[src/rtl/mux_arb_pkg.sv]
// mux_arb_pkg: shared sizes and FSM state type for the 32:1 mux arbiter
package mux_arb_pkg;
    localparam int NREQ   = 32;
    localparam int ADDR_W = 5;
    typedef enum logic {IDLE, BUSY} state_t;
endpackage

[src/rtl/rr_pick32.sv]
// rr_pick32: combinational round-robin picker, first set request at ptr, ptr+1, ... wrapping
module rr_pick32
    import mux_arb_pkg::*;
(
    input  logic [NREQ-1:0]   req,
    input  logic [ADDR_W-1:0] ptr,
    input  logic              excl_en,
    input  logic [ADDR_W-1:0] excl,
    output logic              found,
    output logic [ADDR_W-1:0] index
);
    logic [NREQ-1:0]   masked;
    logic [2*NREQ-1:0] dbl;
    logic [NREQ-1:0]   rot;
    assign masked = req & ~({{(NREQ-1){1'b0}}, excl_en} << excl);
    assign dbl    = {masked, masked} >> ptr;
    assign rot    = dbl[NREQ-1:0];
    // lowest set bit of the rotated vector wins; offset back by ptr modulo 32
    always_comb begin
        found = 1'b0;
        index = '0;
        for (int i = NREQ-1; i >= 0; i--) begin
            if (rot[i]) begin
                found = 1'b1;
                index = ptr + ADDR_W'(i);
            end
        end
    end
endmodule

[src/rtl/mux_arbiter32.sv]
// mux_arbiter32: round-robin owner arbiter for a shared 32:1 mux; MUX_ARB_TIMEOUT_EN enables hold timeout
module mux_arbiter32
    import mux_arb_pkg::*;
#(
    parameter int HOLD_MAX = 16
) (
    input  logic              clk,
    input  logic              reset,
    input  logic [NREQ-1:0]   req,
    output logic [NREQ-1:0]   grant,
    output logic [ADDR_W-1:0] address,
    output logic              valid
);
    state_t            state, state_nx;
    logic [ADDR_W-1:0] ptr, ptr_nx, addr_nx, pick_idx;
    logic [NREQ-1:0]   grant_nx;
    logic              valid_nx, found, released, issue, drop, expired;

    rr_pick32 u_pick (
        .req     (req),
        .ptr     (ptr),
        .excl_en (state == BUSY),
        .excl    (address),
        .found   (found),
        .index   (pick_idx)
    );

`ifdef MUX_ARB_TIMEOUT_EN
    localparam int              CW   = $clog2(HOLD_MAX) + 1;
    localparam logic [CW-1:0]   CMAX = CW'(HOLD_MAX - 1);
    logic [CW-1:0] cnt, cnt_nx;
    assign expired = state == BUSY && cnt == CMAX;
    // hold counter: cleared on each new grant, counts owner cycles and saturates
    always_comb begin
        cnt_nx = issue ? '0 : (state == BUSY && cnt != CMAX) ? cnt + 1'b1 : cnt;
    end
    // hold counter register
    always_ff @(posedge clk) begin
        if (reset) cnt <= '0;
        else       cnt <= cnt_nx;
    end
`else
    assign expired = 1'b0;
`endif

    // next owner: pick on release (or from IDLE) and on expired hold; fall to IDLE when nobody asks
    always_comb begin
        released = state == IDLE || !req[address];
        issue    = (released || expired) && found;
        drop     = released && !found;
        state_nx = issue ? BUSY : drop ? IDLE : state;
        grant_nx = issue ? NREQ'(1) << pick_idx : drop ? '0 : grant;
        valid_nx = issue || (!drop && valid);
        addr_nx  = issue ? pick_idx : address;
        ptr_nx   = issue ? pick_idx + ADDR_W'(1) : ptr;
    end

    // state and registered outputs
    always_ff @(posedge clk) begin
        if (reset) begin
            state   <= IDLE;
            grant   <= '0;
            address <= '0;
            valid   <= 1'b0;
            ptr     <= '0;
        end else begin
            state   <= state_nx;
            grant   <= grant_nx;
            address <= addr_nx;
            valid   <= valid_nx;
            ptr     <= ptr_nx;
        end
    end
endmodule
[config.mk]
export PLATFORM = sky130hd
export DESIGN_NAME = mux_arbiter32
export DESIGN_NICKNAME = d
export VERILOG_FILES = /design/src/rtl/mux_arb_pkg.sv /design/src/rtl/rr_pick32.sv /design/src/rtl/mux_arbiter32.sv
export SDC_FILE = /design/constraint.sdc
export NUM_CORES = 1
export LEC_CHECK = 0
export BUFFER_PORTS_ARGS = -buffer_cell sky130_fd_sc_hd__buf_2
export CAP_MARGIN = 20
export CELL_PAD_IN_SITES_DETAIL_PLACEMENT = 1
export CELL_PAD_IN_SITES_GLOBAL_PLACEMENT = 1
export CORE_MARGIN = 3
export CORE_UTILIZATION = 45
export CTS_BUF_LIST = sky130_fd_sc_hd__clkbuf_4 sky130_fd_sc_hd__clkbuf_8
export DETAILED_ROUTE_END_ITERATION = 10
export HOLD_SLACK_MARGIN = 0.1
export PLACE_DENSITY = 0.88
export SLEW_MARGIN = 30
export SYNTH_ARGS = -nofsm -noshare
export SYNTH_HDL_FRONTEND = slang
export SYNTH_SLANG_ARGS = --single-unit
[constraint.sdc]
create_clock -name clk -period 7.4 [get_ports clk]
set_input_delay 1.85 -clock clk [delete_from_list [all_inputs] [get_ports clk]]
set_output_delay 1.85 -clock clk [all_outputs]
set_load 0.05 [all_outputs]
==> flow_summary_export.csv <==
group,metric,value,unit
routing,wl_met3,3.50,mm
timing,fmax,149,MHz
placed_design,hpwl,23.9,mm
critical_path,critical_path_buf_inv_count,3,
power,power.switching,2.83,mW
routing,drc,0,
routing,routed_wl,33.0,mm
timing,period_needed,6690,ps
synthesis,ys_ff_latch,44,
floorplanning,num_rows,47,
synthesis,syn_area_per_cell,8.52,sq um
critical_path,crit_arrival,6930,ps
routing,drtIter0Drc,1256,
critical_path,startpoint_type,"primary input",
synthesis,synth_area_leader_cell,"mux4_2",
power,power_frac_comb,0.887,
synthesis,synth_cell_types,91,
power,power_frac_clock,0.036,
grt,track_usage,0.345,
routing,viasPerCell,7.75,
power,p_seq_frac,0.077,
timing,rsz0062_at_grt,"no",
synthesis,synthArstFlopShare,0,
synthesis,syn-cell-area,0.00773,sq mm
clock_tree,postCtsHoldBufs,0,
grt,grt_pass1_wl,50.5,mm
floorplanning,die_area,0.0188,sq mm
power,fin_total_pwr,4.57,mW
layout,fin_nets,969,
routing,route.met2.wl,14.7,mm
min_path,hold_path_class,"reg2reg",
floorplanning,start_util,0.463,
grt,antenna_found_initial,0,
power,p_leak,2.87,nW
power,ir_drop,327,uV
critical_path,path_depth,17,
timing,final_hold_viol_count,0,
placed_design,io_buffer_count,71,
synthesis,seq_area_frac_synth,0.114,
routing,wl_per_cell,28.8,um
critical_path,cpLargestDelayFamily,"simple AND/OR/NAND/NOR gates",
synthesis,yosysMostFrequentCell,"nor2_1",
clock_tree,clock-sinks,44,
floorplanning,io-pin-count,72,
clock_tree,root_buffer,"clkbuf_8",
synthesis,synth_edf_count,0,
floorplanning,die_w,137,um
clock_tree,clk_path_buf_depth,2,
clock_tree,cts_resized,0,
clock_tree,cts_tree,"built",
layout,area_growth,6.34,%
clock_tree,postCtsSetupBuffers,0,
timing,setup_viol,0,
power,p_per_area,556,mW/mm^2
synthesis,ys.flop_type,"dfxtp_1",
clock_tree,clk_latency,300,ps
power,p_int,1.74,mW
synthesis,yosysWarnings,0,
critical_path,critPathCaptureType,"register",
routing,vias,8865,
critical_path,max_stage_delay,640,ps
clock_tree,h-tree-depth,2,
grt,grt_pass1_vias,8797,
critical_path,r2r_cells,18,
power,swShare,0.619,
min_path,min_path_cells,2,
run_status,status,"complete, no violations",
flow_run,drv_cap,0,
critical_path,cp_cell_sequence,"buf_2 -> o21ai_0 -> mux4_2 -> mux4_2 -> mux2i_1 -> and3_4 -> nor3_1 -> o41ai_2 -> a31oi_1 -> o311ai_1 -> nand2_2 -> or2_2 -> inv_1 -> ha_1 -> inv_1 -> or4_1 -> a21oi_1",
timing,relSlewSlack,0.367,
critical_path,cp_data_required_time,7640,ps
routing,top_layer,"met4",
floorplanning,dieHeight,137,um
clock_tree,cts.clk_slew.worst_paths,90,ps
timing,fin_skew,4.48,ps
synthesis,post-synth-top-area-fraction,0.224,
grt,grt_max_degree,75,
critical_path,critPathSlowestCell,"o311ai_1",
layout,insertedDiodeCount,0,
clock_tree,numCtsBuffers,5,
synthesis,postSynthCellCount,908,
routing,ant_nets,0,
timing,worstMarginPinSlew,949,ps
timing,period_share,0.905,
critical_path,path_class,"in2reg",
placed_design,gp_congestion,1.05,
grt,gr-total-overflow,0,
critical_path,cp_max_fo,10,
synthesis,syn_nets,954,
synthesis,synth_commonest_cells,"nor2_1, mux4_2, nand2_1",
timing,drv_slew,0,
timing,fin_setup_tns,0,ps
routing,met1Wirelength,12.6,mm
layout,drive_above_1_share,0.251,
routing,firstDrtPassIters,8,
floorplanning,coreArea,0.0167,sq mm
synthesis,synthTopCellsByArea,"mux4_2, dfxtp_1, mux2i_1",
-- per-stage QoR --
| step | cells | util | worst slack (ps) | hold WS [ps] | instance area (sq um) |
|---|---|---|---|---|---|
| 2_1_floorplan | 908 | - | 1540 | 662 | 7730 |
| 3_3_place_gp | 1135 | 0.485 | 890 | 434 | 8100 |
| 3_5_place_dp | 1135 | 0.485 | 608 | 442 | 8100 |
| 4_1_cts | 1143 | 0.491 | 858 | 454 | 8200 |
| 5_1_grt | 1144 | 0.492 | 532 | 479 | 8220 |
| 6_report | 1144 | 0.492 | 706 | 450 | 8220 |
-- final timing paths --
path | startpoint | endpoint | slack [ps]
worst max register to register | address[0] | grant[15] | 1220
worst min-delay path | grant[9] | grant[9] | 450
worst min register to register | grant[9] | grant[9] | 450
worst max-delay path | req[29] | grant[15] | 710
-- per-layer routing --
layer | GRT usage | vias to the layer above
met1 | 0.442 | 4324
li1 | - | 3692
met4 | 0.194 | 0
met5 | 0 | -
met2 | 0.537 | 671
met3 | 0.0779 | 178
-- sequential cells by signal, summed over array words and instances (netlist names), named ones only --
name / count
ptr: 5
grant: 32
state: 1
address: 5
-- layout by cell type (no fill, tap or decap), drive strengths merged, types with 6 or more instances in the layout --
cell    count
nor2b       6
and2       10
buf        89
ha         12
or2         8
mux2       24
inv        11
o31ai      13
nor2       79
o22ai      10
and4        9
nand2      74
and3        7
a21oi      36
o211ai     41
nand4      14
o21ai      78
o311ai      7
nand3      18
a211o       8
a22o        7
xnor2      15
mux4       77
clkbuf      7
nor4       15
o221ai      6
a31oi      12
nand2b      7
a211oi     18
mux2i      34
or4         7
a21boi      7
dfxtp      44
nor3       28
-- kinds of logic after synthesis --
kind of cell / after synthesis / share of synthesized area
adder cells (fa/ha/maj): 12 / 0.0194
AND/OR/NAND/NOR: 302 / 0.202
buffers and inverters: 95 / 0.0584
multiplexers: 135 / 0.304
flip-flops: 44 / 0.114
XOR/XNOR: 18 / 0.0204
AO/OA/AOI/OAI: 302 / 0.281
-- power groups by stage --
stage / clock network (mW) / registers, mW / logic [mW]
after floorplan: 0 / 0.442 / 2.69
after global placement: 0 / 0.389 / 3.66
after detailed placement: 0 / 0.392 / 3.77
after CTS: 0.163 / 0.387 / 3.81
after global routing: 0.175 / 0.353 / 4.24
final: 0.164 / 0.351 / 4.06
-- tightest hold or removal path: stages (launching register included) --
cell,delay (ps)
dfxtp_1,320
nand2_1,50
o21ai_1,50
-- final cells by class --
cell class / instances / area, sq um
repair buffers: 89 / 510
flip-flops and latches: 44 / 887
fillers: 1995 / 8480
clock buffers: 7 / 90.1
multi-input cells: 769 / 6400
inverters: 14 / 52.6
clock inverters: 1 / 7.51
well taps: 220 / 275
Power figures use the tool's default switching activity.
